==> src/rtl/beamform_pkg.sv <==
// beamform_pkg: shared constants and types for the transmit pulser.
//   NUM_CH            default number of transducer channels
//   DEF_*             default carrier timing and burst limit (in clock cycles)
//   ch_state_e        per-channel pulser state
package beamform_pkg;

  localparam int NUM_CH          = 8;
  localparam int DEF_HIGH_CYCLES = 1550;
  localparam int DEF_DEAD_CYCLES = 12;
  localparam int DEF_MAX_PULSES  = 64;

  typedef enum logic [2:0] {
    ST_IDLE,
    ST_POS,
    ST_DEAD_PN,
    ST_NEG,
    ST_DEAD_NP,
    ST_HOLD
  } ch_state_e;

endpackage

==> src/rtl/pulser_channel.sv <==
// pulser_channel: one H-bridge channel. A gate rising edge (while enabled)
// starts a burst of bipolar carrier cycles: POS, dead, NEG, dead. Bursts end
// after the cycle in which the gate is low, or park in HOLD once MAX_PULSES
// cycles have been driven with the gate still high.
//   clock, reset   system clock, async active-high reset
//   i_enable       global enable; low forces IDLE on the next edge
//   i_gate         transmit window for this channel
//   o_pos_drive    high-side drive (registered)
//   o_neg_drive    low-side drive (registered)
//   o_busy         channel not in IDLE (registered)
//   o_hold         channel in HOLD after hitting the pulse limit (registered)
module pulser_channel
  import beamform_pkg::*;
#(
  parameter int HIGH_CYCLES = DEF_HIGH_CYCLES,
  parameter int DEAD_CYCLES = DEF_DEAD_CYCLES,
  parameter int MAX_PULSES  = DEF_MAX_PULSES
) (
  input  logic clock,
  input  logic reset,
  input  logic i_enable,
  input  logic i_gate,
  output logic o_pos_drive,
  output logic o_neg_drive,
  output logic o_busy,
  output logic o_hold
);

  localparam int TMR_MAX = (HIGH_CYCLES > DEAD_CYCLES) ? HIGH_CYCLES : DEAD_CYCLES;
  localparam int TMR_W   = $clog2(TMR_MAX + 1);
  localparam int CNT_W   = $clog2(MAX_PULSES + 1);

  localparam logic [TMR_W-1:0] HIGH_LAST = TMR_W'(HIGH_CYCLES - 1);
  localparam logic [TMR_W-1:0] DEAD_LAST = TMR_W'(DEAD_CYCLES - 1);
  localparam logic [CNT_W-1:0] MAX_CNT   = CNT_W'(MAX_PULSES);

  ch_state_e        r_state;
  logic [TMR_W-1:0] r_timer;
  logic [CNT_W-1:0] r_count;
  logic             r_gate_q;

  logic             w_rise;
  logic [CNT_W-1:0] w_count_inc;

  assign w_rise      = i_gate & ~r_gate_q;
  assign w_count_inc = r_count + 1'b1;

  // Timer restarts at 0 on every state entry and is compared against the
  // dwell-minus-one, so it never wraps. Drives are set alongside the state
  // so they are glitch-free registered outputs.
  always_ff @(posedge clock or posedge reset) begin
    if (reset) begin
      r_state     <= ST_IDLE;
      r_timer     <= '0;
      r_count     <= '0;
      r_gate_q    <= 1'b0;
      o_pos_drive <= 1'b0;
      o_neg_drive <= 1'b0;
      o_busy      <= 1'b0;
      o_hold      <= 1'b0;
    end else begin
      r_gate_q <= i_gate;
      if (!i_enable) begin
        r_state     <= ST_IDLE;
        r_timer     <= '0;
        r_count     <= '0;
        o_pos_drive <= 1'b0;
        o_neg_drive <= 1'b0;
        o_busy      <= 1'b0;
        o_hold      <= 1'b0;
      end else begin
        case (r_state)
          ST_IDLE: begin
            if (w_rise) begin
              r_state     <= ST_POS;
              r_timer     <= '0;
              o_pos_drive <= 1'b1;
              o_busy      <= 1'b1;
            end
          end
          ST_POS: begin
            if (r_timer == HIGH_LAST) begin
              r_state     <= ST_DEAD_PN;
              r_timer     <= '0;
              o_pos_drive <= 1'b0;
            end else begin
              r_timer <= r_timer + 1'b1;
            end
          end
          ST_DEAD_PN: begin
            if (r_timer == DEAD_LAST) begin
              r_state     <= ST_NEG;
              r_timer     <= '0;
              o_neg_drive <= 1'b1;
            end else begin
              r_timer <= r_timer + 1'b1;
            end
          end
          ST_NEG: begin
            if (r_timer == HIGH_LAST) begin
              r_state     <= ST_DEAD_NP;
              r_timer     <= '0;
              o_neg_drive <= 1'b0;
            end else begin
              r_timer <= r_timer + 1'b1;
            end
          end
          ST_DEAD_NP: begin
            if (r_timer == DEAD_LAST) begin
              r_timer <= '0;
              if (i_gate && (w_count_inc < MAX_CNT)) begin
                r_state     <= ST_POS;
                r_count     <= w_count_inc;
                o_pos_drive <= 1'b1;
              end else if (i_gate) begin
                r_state <= ST_HOLD;
                r_count <= w_count_inc;
                o_hold  <= 1'b1;
              end else begin
                r_state <= ST_IDLE;
                r_count <= '0;
                o_busy  <= 1'b0;
              end
            end else begin
              r_timer <= r_timer + 1'b1;
            end
          end
          ST_HOLD: begin
            if (!i_gate) begin
              r_state <= ST_IDLE;
              r_count <= '0;
              o_busy  <= 1'b0;
              o_hold  <= 1'b0;
            end
          end
          default: begin
            r_state     <= ST_IDLE;
            r_timer     <= '0;
            r_count     <= '0;
            o_pos_drive <= 1'b0;
            o_neg_drive <= 1'b0;
            o_busy      <= 1'b0;
            o_hold      <= 1'b0;
          end
        endcase
      end
    end
  end

endmodule

==> src/rtl/tx_pulser.sv <==
// tx_pulser: NUM_CH independent ultrasound transmit pulser channels.
//   clock, reset   125 MHz system clock, async active-high reset
//   enable         global transmit enable
//   gate           per-channel transmit window
//   pos_drive      per-channel high-side drive (registered)
//   neg_drive      per-channel low-side drive (registered)
//   busy           per-channel not-idle flag (registered)
//   fault          sticky: some channel hit the pulse limit; cleared by reset
module tx_pulser #(
  parameter int NUM_CH      = beamform_pkg::NUM_CH,
  parameter int HIGH_CYCLES = beamform_pkg::DEF_HIGH_CYCLES,
  parameter int DEAD_CYCLES = beamform_pkg::DEF_DEAD_CYCLES,
  parameter int MAX_PULSES  = beamform_pkg::DEF_MAX_PULSES
) (
  input  logic              clock,
  input  logic              reset,
  input  logic              enable,
  input  logic [NUM_CH-1:0] gate,
  output logic [NUM_CH-1:0] pos_drive,
  output logic [NUM_CH-1:0] neg_drive,
  output logic [NUM_CH-1:0] busy,
  output logic              fault
);

  logic [NUM_CH-1:0] w_hold;
  logic              r_fault;

  for (genvar g = 0; g < NUM_CH; g++) begin : g_ch
    pulser_channel #(
      .HIGH_CYCLES (HIGH_CYCLES),
      .DEAD_CYCLES (DEAD_CYCLES),
      .MAX_PULSES  (MAX_PULSES)
    ) u_ch (
      .clock       (clock),
      .reset       (reset),
      .i_enable    (enable),
      .i_gate      (gate[g]),
      .o_pos_drive (pos_drive[g]),
      .o_neg_drive (neg_drive[g]),
      .o_busy      (busy[g]),
      .o_hold      (w_hold[g])
    );
  end

  always_ff @(posedge clock or posedge reset) begin
    if (reset) begin
      r_fault <= 1'b0;
    end else if (|w_hold) begin
      r_fault <= 1'b1;
    end
  end

  // HOLD is itself registered, so OR-ing it in shows fault on the same cycle
  // the channel enters HOLD; the sticky register keeps it after HOLD ends.
  assign fault = r_fault | (|w_hold);

endmodule
==> config.mk <==
export PLATFORM = sky130hd
export DESIGN_NAME = tx_pulser
export DESIGN_NICKNAME = d
export VERILOG_FILES = /design/src/rtl/beamform_pkg.sv /design/src/rtl/pulser_channel.sv /design/src/rtl/tx_pulser.sv
export SDC_FILE = /design/constraint.sdc
export NUM_CORES = 1
export LEC_CHECK = 0
export ABC_AREA = 1
export ABC_CLOCK_PERIOD_IN_PS = 9700
export CAP_MARGIN = 20
export CORE_MARGIN = 2
export CORE_UTILIZATION = 56
export DETAILED_ROUTE_END_ITERATION = 16
export PLACE_DENSITY = 0.74
export SLEW_MARGIN = 20
export SYNTH_ARGS = -nofsm -noshare
export SYNTH_HDL_FRONTEND = slang
export SYNTH_SLANG_ARGS = --single-unit
==> constraint.sdc <==
create_clock -name clock -period 9.7 [get_ports clock]
set_clock_uncertainty 0.2 [all_clocks]
set_input_delay 0.97 -clock clock [delete_from_list [all_inputs] [get_ports clock]]
set_output_delay 0.97 -clock clock [all_outputs]
set_load 0.005 [all_outputs]
==> results.ini <==
[power]
p_comb_frac=0.288
cellPowerDensity_mw_per_mm2=195
leakage_nw=7.04
p_clk_frac=0.324
power_w=0.00282
p_sw_frac=0.356
switchingPower_w=0.00100
internal-power_w=0.00182
irDropWorstVdd_uv=207
power.share.sequential=0.388

[cts]
cts_tree=built
cts_resized=0
cts_buffer_depth=3
clock_latency_ns=0.52
post_cts_buffers=0
hold_buffers=0
cts_inserted_buffers=25
clock-sinks=209
cts.htree.levels=1
clk_pin_slew_ns=0.06
clockRootBuffer=clkbuf_16

[critical_path]
crit_type=flip-flop to output pin
cpLargestDelayFamily=simple AND/OR/NAND/NOR gates
slowest_delay_ns=0.50
cp.required_ns=8.53
cp_cell_sequence=nor4_1 > nand3_1 > clkdlybuf4s50_1
worst_setup_path_start_kind=flip-flop
crit_fanout=2
crit_arrival_ns=1.98
cp_num_buf_inv=1
worstSetupEndpointType=output pin
slowest_stage=clkdlybuf4s50_1

[drt]
dr.pass1.iters=7
routed_wl_um=28800
drtIter0Drc=790
detail-route-antenna-nets=0
remaining_drc_errors=0
wl_per_cell_um=12.8
dr_total_vias=11900
vias_per_cell=5.31

[floorplan]
ios=36
die-area_mm2=0.0248
die_w_um=157
coreArea_mm2=0.0233
fp.dieH_um=157
initial_core_util=0.567
row_count=56

[logic_synthesis]
synth_cell_types=44
synth_top_area_share=0.397
synth_commonest_cells=nand2_1, nor2_1, inv_1, dfrtp_1, nand3_1
yosysWarnings=0
synth_seq_area_share=0.397
synth_area_leaders=dfrtp_1, nand2_1, nor2_1
syn_area_mm2=0.0132
synth.most_common_cell=nand2_1
synthCells=1897
synthFlopType=dfrtp_1
synthArstFlopShare=1.00
synth_top_area_cell=dfrtp_1
synth_edf_count=0
synth.ff_latch_count=209
avgSynthCellArea_um2=6.95
synth_nets=1932

[placement]
dpl_cell_area_mm2=0.0136
place_ws_ns=6.23
dpl.hpwl_um=20500
gp_congestion=0.899
portBuffers=35

[timing]
layout_setup_ws_ns=6.55
final.period_utilization=0.324
tightest_slew_ns=0.888
period_needed_ns=3.15
final.setup.tns_ns=0
whs_ns=0.266
max_slew_margin=0.408
rsz0062_at_grt=no
finalMaxSlewViolations=0
fmax_ghz=0.318
hold_viol=0
setup_violations=0

[hold_path]
hold_path.class=flip-flop to flip-flop

[status]
status=finished, final reports clean

[finish]
drive_gt1_frac=0.0606
layout.nets=1952
n_antenna_cell=0
syn_to_final_growth_pct=9.59
stdcell_area_mm2=0.0145

[grt]
antenna_found_initial=0
grt_max_degree=133
grt-ovfl-total=0
grt_pass1_wl_um=50800
grt_pass1_vias=11600
grt_use_total=0.242

[job]
maxCapViolCount=0

[per-stage QoR]
step / util / std cells
final: 0.621 / 2251
after global routing: 0.621 / 2251
after CTS: 0.621 / 2251
after detailed placement: 0.587 / 2209
after global placement: 0.587 / 2209
after floorplan: - / 1897
[final cells by class]
type	instances	area [µm²]
Fill cell	2178	8810
Multi-Input combinational cell	1406	6750
Sequential cell	209	5230
Inverter	238	903
Clock buffer	32	702
Tap cell	319	399
Timing Repair Buffer	37	364
Clock inverter	10	100
[state kept, by name, indices dropped and copies added (netlist names)]
signal and count:
g_ch.u_ch.o_busy 8, g_ch.u_ch.o_neg_drive 8, g_ch.u_ch.r_timer 88, g_ch.u_ch.o_pos_drive 8
g_ch.u_ch.r_count 56, g_ch.u_ch.r_gate_q 8, g_ch.u_ch.o_hold 8, g_ch.u_ch.r_state 24
r_fault 1
[logic make-up (layout without fill, tap and decap cells)]
| family | after synthesis | in the layout | share of synthesized area |
|---|---|---|---|
| and+or+nand+nor | 1133 | 1133 | 0.371 |
| buffers and inverters | 282 | 317 | 0.0913 |
| DFF | 209 | 209 | 0.397 |
| AOI/OAI and AO/OA | 199 | 199 | 0.0846 |
| xor gates and xnor gates | 49 | 49 | 0.0325 |
| adders and majority gates | 24 | 24 | 0.0228 |
| muxes | 1 | 1 | 0.000759 |
[layout by cell type, fill, tap and decap left out, types with 34 or more instances in the layout]
cell	netlist	layout
nand2_1	528	528
clkdlybuf4s50_1	0	34
inv_1	216	215
o21ai_0	93	93
dfrtp_1	209	209
nor3_1	46	46
xor2_1	38	38
a21oi_1	41	41
nand3_1	187	187
nor2_1	276	276
[power groups by stage]
stage               sequential [W]  combinational (W)  clock (W)
floorplan                  0.00106           0.000661          0
global placement           0.00110           0.000797          0
detailed placement         0.00111           0.000810          0
CTS                        0.00109           0.000813   0.000936
global route               0.00111           0.000937   0.000971
finish                     0.00109           0.000811   0.000915
[worst register-to-register path, delay by kind of cell, from the launching register on]
family,cells,cell delay [ns]
DFF,1,0.40
AOI/OAI and AO/OA,2,0.34
and+or+nand+nor,5,0.64
buffers and inverters,2,0.18
adders and majority gates,1,0.23
[layer usage]
metal  vias up  GRT usage  wire length, µm
met3        51     0.0297             1200
met4         0     0.0684              611
met1      5490      0.313            13200
li1       6119          -                -
met2       284      0.427            13800
met5         -          0                0
[worst paths after layout]
kind / cells after the start / startpoint / slack, ns / endpoint
min: 2 / g_ch[6].u_ch.o_pos_drive / 0.27 / g_ch[6].u_ch.o_pos_drive
min reg2reg: 2 / g_ch[6].u_ch.o_pos_drive / 0.27 / g_ch[6].u_ch.o_pos_drive
max: 3 / g_ch[4].u_ch.o_hold / 6.55 / fault
min in group asynchronous: 2 / reset / 0.87 / g_ch[1].u_ch.o_busy
max in group asynchronous: 3 / reset / 7.20 / g_ch[2].u_ch.r_timer[1]
max reg2reg: 10 / g_ch[3].u_ch.r_timer[0] / 7.60 / g_ch[3].u_ch.r_count[3]
Note: power is estimated with default switching activity, not from simulation.
